$ cat config.mk
export PLATFORM = sky130hd
export DESIGN_NAME = seven_seg_scan_driver
export DESIGN_NICKNAME = d
export VERILOG_FILES = /design/src/rtl/seven_seg_scan_driver.sv
export SDC_FILE = /design/constraint.sdc
export NUM_CORES = 1
export LEC_CHECK = 0
export CORE_UTILIZATION = 40
export CTS_BUF_LIST = sky130_fd_sc_hd__clkbuf_4 sky130_fd_sc_hd__clkbuf_8 sky130_fd_sc_hd__clkbuf_16
export CTS_CLUSTER_DIAMETER = 60
export DETAILED_ROUTE_END_ITERATION = 6
export PLACE_DENSITY_LB_ADDON = 0.15
export SYNTH_ARGS = -nofsm -noshare
export SYNTH_HDL_FRONTEND = slang
export SYNTH_SLANG_ARGS = --single-unit
$ cat constraint.sdc
create_clock -name clk -period 3 [get_ports clk]
set_clock_uncertainty 0.2 [all_clocks]
set_input_delay 0.45 -clock clk [delete_from_list [all_inputs] [get_ports clk]]
set_output_delay 0.45 -clock clk [all_outputs]
set_load 0.03 [all_outputs]
$ cat src/rtl/seven_seg_scan_driver.sv
// ============================================================================
// Module  : seven_seg_scan_driver
// Brief   : 4-digit multiplexed 7-segment driver with per-frame input shadowing,
//           leading-zero blanking, decimal points and global enable.
// Revision: 1.0 - initial release
// ============================================================================
`default_nettype none

module seven_seg_scan_driver #(
    parameter int REFRESH_DIV = 100_000,
    parameter bit ACTIVE_LOW  = 1'b1
) (
    input  logic        clk,
    input  logic        reset,
    input  logic [15:0] digits_in,
    input  logic [3:0]  dp_in,
    input  logic        blank_leading_zeros,
    input  logic        enable,
    output logic [6:0]  seg,
    output logic        dp,
    output logic [3:0]  an,
    output logic        frame_start
);

    localparam int               CNT_W       = (REFRESH_DIV > 1) ? $clog2(REFRESH_DIV) : 1;
    localparam logic [CNT_W-1:0] c_PRESC_MAX = CNT_W'(REFRESH_DIV - 1);
    localparam logic [6:0]       c_SEG_OFF   = {7{ACTIVE_LOW}};
    localparam logic [3:0]       c_AN_OFF    = {4{ACTIVE_LOW}};
    localparam logic             c_DP_OFF    = ACTIVE_LOW;

    logic [CNT_W-1:0] prescaler_q, prescaler_d;
    logic [1:0]       idx_q, idx_d;
    logic [15:0]      sh_digits_q, sh_digits_d;
    logic [3:0]       sh_dp_q, sh_dp_d;
    logic             sh_blz_q, sh_blz_d;
    logic             frame_start_q, frame_start_d;
    logic [6:0]       seg_q, seg_d;
    logic             dp_q, dp_d;
    logic [3:0]       an_q, an_d;

    logic             w_tick;
    logic             w_load;
    logic [3:0]       w_blank;
    logic [3:0]       w_cur_digit;
    logic             w_lit;

    function automatic logic [6:0] hex_glyph(input logic [3:0] v);
        case (v)
            4'h0: hex_glyph = 7'h3F;
            4'h1: hex_glyph = 7'h06;
            4'h2: hex_glyph = 7'h5B;
            4'h3: hex_glyph = 7'h4F;
            4'h4: hex_glyph = 7'h66;
            4'h5: hex_glyph = 7'h6D;
            4'h6: hex_glyph = 7'h7D;
            4'h7: hex_glyph = 7'h07;
            4'h8: hex_glyph = 7'h7F;
            4'h9: hex_glyph = 7'h6F;
            4'hA: hex_glyph = 7'h77;
            4'hB: hex_glyph = 7'h7C;
            4'hC: hex_glyph = 7'h39;
            4'hD: hex_glyph = 7'h5E;
            4'hE: hex_glyph = 7'h79;
            default: hex_glyph = 7'h71;
        endcase
    endfunction

    assign w_tick = (prescaler_q == c_PRESC_MAX);
    // The last slot's tick both wraps the scan and refreshes the shadows.
    assign w_load = w_tick && (idx_q == 2'd3);

    // Blanking ripples from the leftmost digit; a requested dp keeps a zero lit.
    assign w_blank[3] = sh_blz_q   && (sh_digits_q[15:12] == 4'h0) && !sh_dp_q[3];
    assign w_blank[2] = w_blank[3] && (sh_digits_q[11:8]  == 4'h0) && !sh_dp_q[2];
    assign w_blank[1] = w_blank[2] && (sh_digits_q[7:4]   == 4'h0) && !sh_dp_q[1];
    assign w_blank[0] = 1'b0;

    always_comb begin
        w_cur_digit = sh_digits_q[3:0];
        case (idx_q)
            2'd1:    w_cur_digit = sh_digits_q[7:4];
            2'd2:    w_cur_digit = sh_digits_q[11:8];
            2'd3:    w_cur_digit = sh_digits_q[15:12];
            default: w_cur_digit = sh_digits_q[3:0];
        endcase
    end

    assign w_lit = enable && !w_blank[idx_q];

    always_comb begin
        prescaler_d   = w_tick ? '0 : prescaler_q + CNT_W'(1);
        idx_d         = w_tick ? idx_q + 2'd1 : idx_q;
        sh_digits_d   = sh_digits_q;
        sh_dp_d       = sh_dp_q;
        sh_blz_d      = sh_blz_q;
        frame_start_d = w_load;
        if (w_load) begin
            sh_digits_d = digits_in;
            sh_dp_d     = dp_in;
            sh_blz_d    = blank_leading_zeros;
        end
        seg_d = c_SEG_OFF;
        dp_d  = c_DP_OFF;
        an_d  = c_AN_OFF;
        if (w_lit) begin
            seg_d = c_SEG_OFF ^ hex_glyph(w_cur_digit);
            dp_d  = c_DP_OFF ^ sh_dp_q[idx_q];
            an_d  = c_AN_OFF ^ (4'b0001 << idx_q);
        end
    end

    always_ff @(posedge clk) begin
        if (reset) begin
            prescaler_q   <= c_PRESC_MAX;
            idx_q         <= 2'd3;
            sh_digits_q   <= '0;
            sh_dp_q       <= '0;
            sh_blz_q      <= 1'b0;
            frame_start_q <= 1'b0;
            seg_q         <= c_SEG_OFF;
            dp_q          <= c_DP_OFF;
            an_q          <= c_AN_OFF;
        end else begin
            prescaler_q   <= prescaler_d;
            idx_q         <= idx_d;
            sh_digits_q   <= sh_digits_d;
            sh_dp_q       <= sh_dp_d;
            sh_blz_q      <= sh_blz_d;
            frame_start_q <= frame_start_d;
            seg_q         <= seg_d;
            dp_q          <= dp_d;
            an_q          <= an_d;
        end
    end

    assign seg         = seg_q;
    assign dp          = dp_q;
    assign an          = an_q;
    assign frame_start = frame_start_q;

endmodule

`default_nettype wire

==> out/qor.csv <==
stage,metric,value,unit
floorplan,Die Height,79.78,µm
placement,Buffers on Ports,36,
cells_and_area,final instance area,2932,µm²
setup_path,Worst Setup End Kind,register,
synth,Post-Syn Area,2420,µm²
timing,RSZ-0062 raised after global routing,no,
global_routing,total grt overflow,0,
cts,CTS tree,built,
synth,Yosys cell types,42,
synth,ys async rst share,0,%
global_routing,GRT Overall Usage,16.06,%
cells_and_area,final net count,322,
cts,clock root buffer,clkbuf_8,
synth,post-synthesis sequential area ratio,43.85,%
status,status,completed,
routing,metal3 WL,145,µm
cells_and_area,layout cells sized above 1,8.014,%
setup_path,CP Launch Type,register,
floorplan,die area,6365,µm²
cells_and_area,Finished Core Util,51.65,%
cells_and_area,most frequent cells in the layout,"dfxtp_1 (53), nor2_1 (37), clkdlybuf4s50_1 (36)",
routing,WL per Instance,13.25,µm
timing,Worst-Margin Slew,0.6041,ns
global_routing,largest net degree at the start of global routing,22,
floorplan,Initial Utilization,42.64,%
floorplan,die width,79.78,µm
cells_and_area,Area Growth Syn to Fin,21.15,%
timing,final period utilization,87.87,%
setup_path,Worst path slowest cell,dfxtp_1,
power_and_ir_drop,pwr/cell area,854.4,nW/µm²
floorplan,Top Ports,37,
routing,DRT Wirelength,4755,µm
routing,first-pass iteration count of the detailed router,4,
timing,Max Freq,0.3794,GHz
synth,register bit total from synthesis,53,
cts,Clock transition at path regs,0.09,ns
synth,syn avg cell area,9.718,µm²
routing,Avg Vias per Cell,5.148,
timing,setup TNS,0,ns
timing,pins over their slew limit,0,
floorplan,Rows,27,
setup_path,critical path peak fanout,7,
synth,Synth Flop Type,dfxtp_1,
synth,Mapped Nets,285,
setup_path,"slowest stage delay, CP",0.39,ns
synth,Post-synth EDFFs,0,
power_and_ir_drop,Leak,0.001126,µW
timing,count of final hold-check violations,0,
floorplan,Core ar.,5675,µm²
placement,Placed Area,2845,µm²
cts,clock sinks,53,
routing,met2 wire len,2207,µm
cts,Clock Path Buffers,2,
setup_path,Crit path buffers/inverters,2,
synth,"Warnings, synthesis",0,
cts,# H-tree levels,2,
cts,CTS Buf Count,5,
global_routing,initial antenna violation count,0,
setup_path,Crit path max-delay family,compound AO/OA/AOI/OAI gates,
cts,Post-CTS Setup Bufs,0,
setup_path,Worst Path Required,2.97,ns
setup_path,crit path cell chain,"inv_1, ha_1, a222oi_1, nand2_1, o21ai_1, inv_1, ha_1, and2_1, a21oi_1, o221ai_1",
hold_path,WHS Path Cells,2,
routing,met1 WL,2336,µm
setup_path,Levels on crit path,10,
hold_path,worst min path class,reg -> reg,
timing,final setup vio count,0,
setup_path,Crit Path Class,reg -> reg,
synth,Post-Syn Instances,249,
power_and_ir_drop,maximum VDD drop,0.3616,mV
placement,gpl congestion,0.8330,
cells_and_area,# fillers,534,
routing,vias,1848,
cells_and_area,antenna cell count,0,
placement,DP HPWL,3448,µm
routing,DRC Markers,0,
setup_path,Worst Reg-to-Reg Cells,10,
global_routing,vias in the first global route,1744,
timing,Slew HR,58.57,%
routing,DR iter-0 viols,62,
global_routing,global-route wire length before repair,7990,µm
routing,Top Metal Used,met4,
cells_and_area,"most common cell after layout, fill and taps aside",dfxtp_1,
timing,fin crit period,2.636,ns
cts,clk_lat worst skew,0.30,ns
routing,Antenna Nets Post-Route,0,
setup_path,crit path DAT,2.61,ns
flow_run,max_cap viols,0,
## path summary, 6_finish.rpt
path / slack (ns) / to / start
setup / recovery: 0.36 / seg[6] / idx_q[1]
hold reg to reg: 0.29 / prescaler_q[16] / prescaler_q[16]
setup reg to reg: 0.36 / seg[6] / idx_q[1]
hold / removal: 0.29 / prescaler_q[16] / prescaler_q[16]
## metal layers
layer  GRT usage, %  vias to the layer above
met5              0                        -
met4          5.357                        0
met3          3.429                        8
met2          27.52                       31
met1          19.86                      856
li1               -                      953
## Yosys cell counts (2+ instances only)
| cell type | instances | area (µm²) |
|---|---|---|
| a211o_1 | 2 | 17.52 |
| a21oi_1 | 5 | 25.02 |
| a222oi_1 | 4 | 40.04 |
| and4_1 | 2 | 17.52 |
| buf_2 | 2 | 10.01 |
| buf_6 | 2 | 22.52 |
| clkbuf_1 | 6 | 22.52 |
| dfxtp_1 | 53 | 1061 |
| ha_1 | 12 | 150.1 |
| inv_1 | 10 | 37.54 |
| mux2_2 | 3 | 33.78 |
| mux2i_1 | 26 | 260.3 |
| nand2_1 | 16 | 60.06 |
| nand2b_1 | 4 | 25.02 |
| nand3_1 | 8 | 40.04 |
| nand4_1 | 4 | 25.02 |
| nor2_1 | 37 | 138.9 |
| nor3_1 | 3 | 15.01 |
| nor3_2 | 2 | 20.02 |
| nor4_1 | 5 | 31.28 |
| o21ai_0 | 3 | 15.01 |
| o21bai_1 | 6 | 45.04 |
| o221ai_1 | 4 | 35.03 |
| xnor2_1 | 7 | 61.31 |
| xor2_1 | 6 | 52.55 |
## cell type report
| class | count | area, µm² | share of cell area [%] |
|---|---|---|---|
| clock inverter | 2 | 10.01 | 0.3414 |
| multi-input combinational | 175 | 1262 | 43.06 |
| inverter | 11 | 41.29 | 1.408 |
| sequential | 53 | 1061 | 36.19 |
| tap | 72 | 90.09 | 3.073 |
| timing repair buffer | 40 | 390.4 | 13.32 |
| clock buffer | 6 | 76.32 | 2.604 |
## metrics by stage
stage	hold slack [ns]	total power (µW)	cells	worst slack, ns
final	0.2875	2505	359	0.3640
after global routing	0.3040	2697	359	0.05343
after CTS	0.2925	2528	359	0.2797
after detailed placement	0.2812	2120	351	0.2806
after global placement	0.2722	2114	351	0.3658
after floorplan	0.2527	1864	249	0.5586
## worst register-to-register path, stage by stage, from the launching register on
cell and delay, ns:
dfxtp_1 0.39, inv_1 0.12, ha_1 0.26, a222oi_1 0.36, nand2_1 0.10, o21ai_1 0.29
inv_1 0.13, ha_1 0.26, and2_1 0.15, a21oi_1 0.12, o221ai_1 0.13
## state kept, by name, indices dropped and copies added (netlist names), 2 cells and up
name / cells
an: 4
prescaler_q: 17
seg: 7
sh_dp_q: 4
sh_digits_q: 16
idx_q: 2
## timing repair
item / CTS / global route
hold buffers: 0 / 0
gates resized for setup: 0 / 1
endpoints found under the setup margin: 0 / 2
## power by group
group | total (µW) | internal [µW] | switching (µW)
registers | 1030 | 882 | 148
logic | 1080 | 483 | 597
clock network | 394 | 171 | 223
total | 2500 | 1540 | 968
## cells by family (layout without fill, tap and decap cells)
kind of cell / after synthesis / count (layout) / synth area share [%]
AND/OR/NAND/NOR: 90 / 90 / 18.87
multiplexers: 30 / 30 / 13.08
AO/OA/AOI/OAI: 30 / 30 / 9.307
buffers and inverters: 21 / 59 / 3.981
flip-flops: 53 / 53 / 43.85
XOR/XNOR: 13 / 13 / 4.705
adder cells (fa/ha/maj): 12 / 12 / 6.205
No activity file was read; power rests on OpenSTA's default activity.
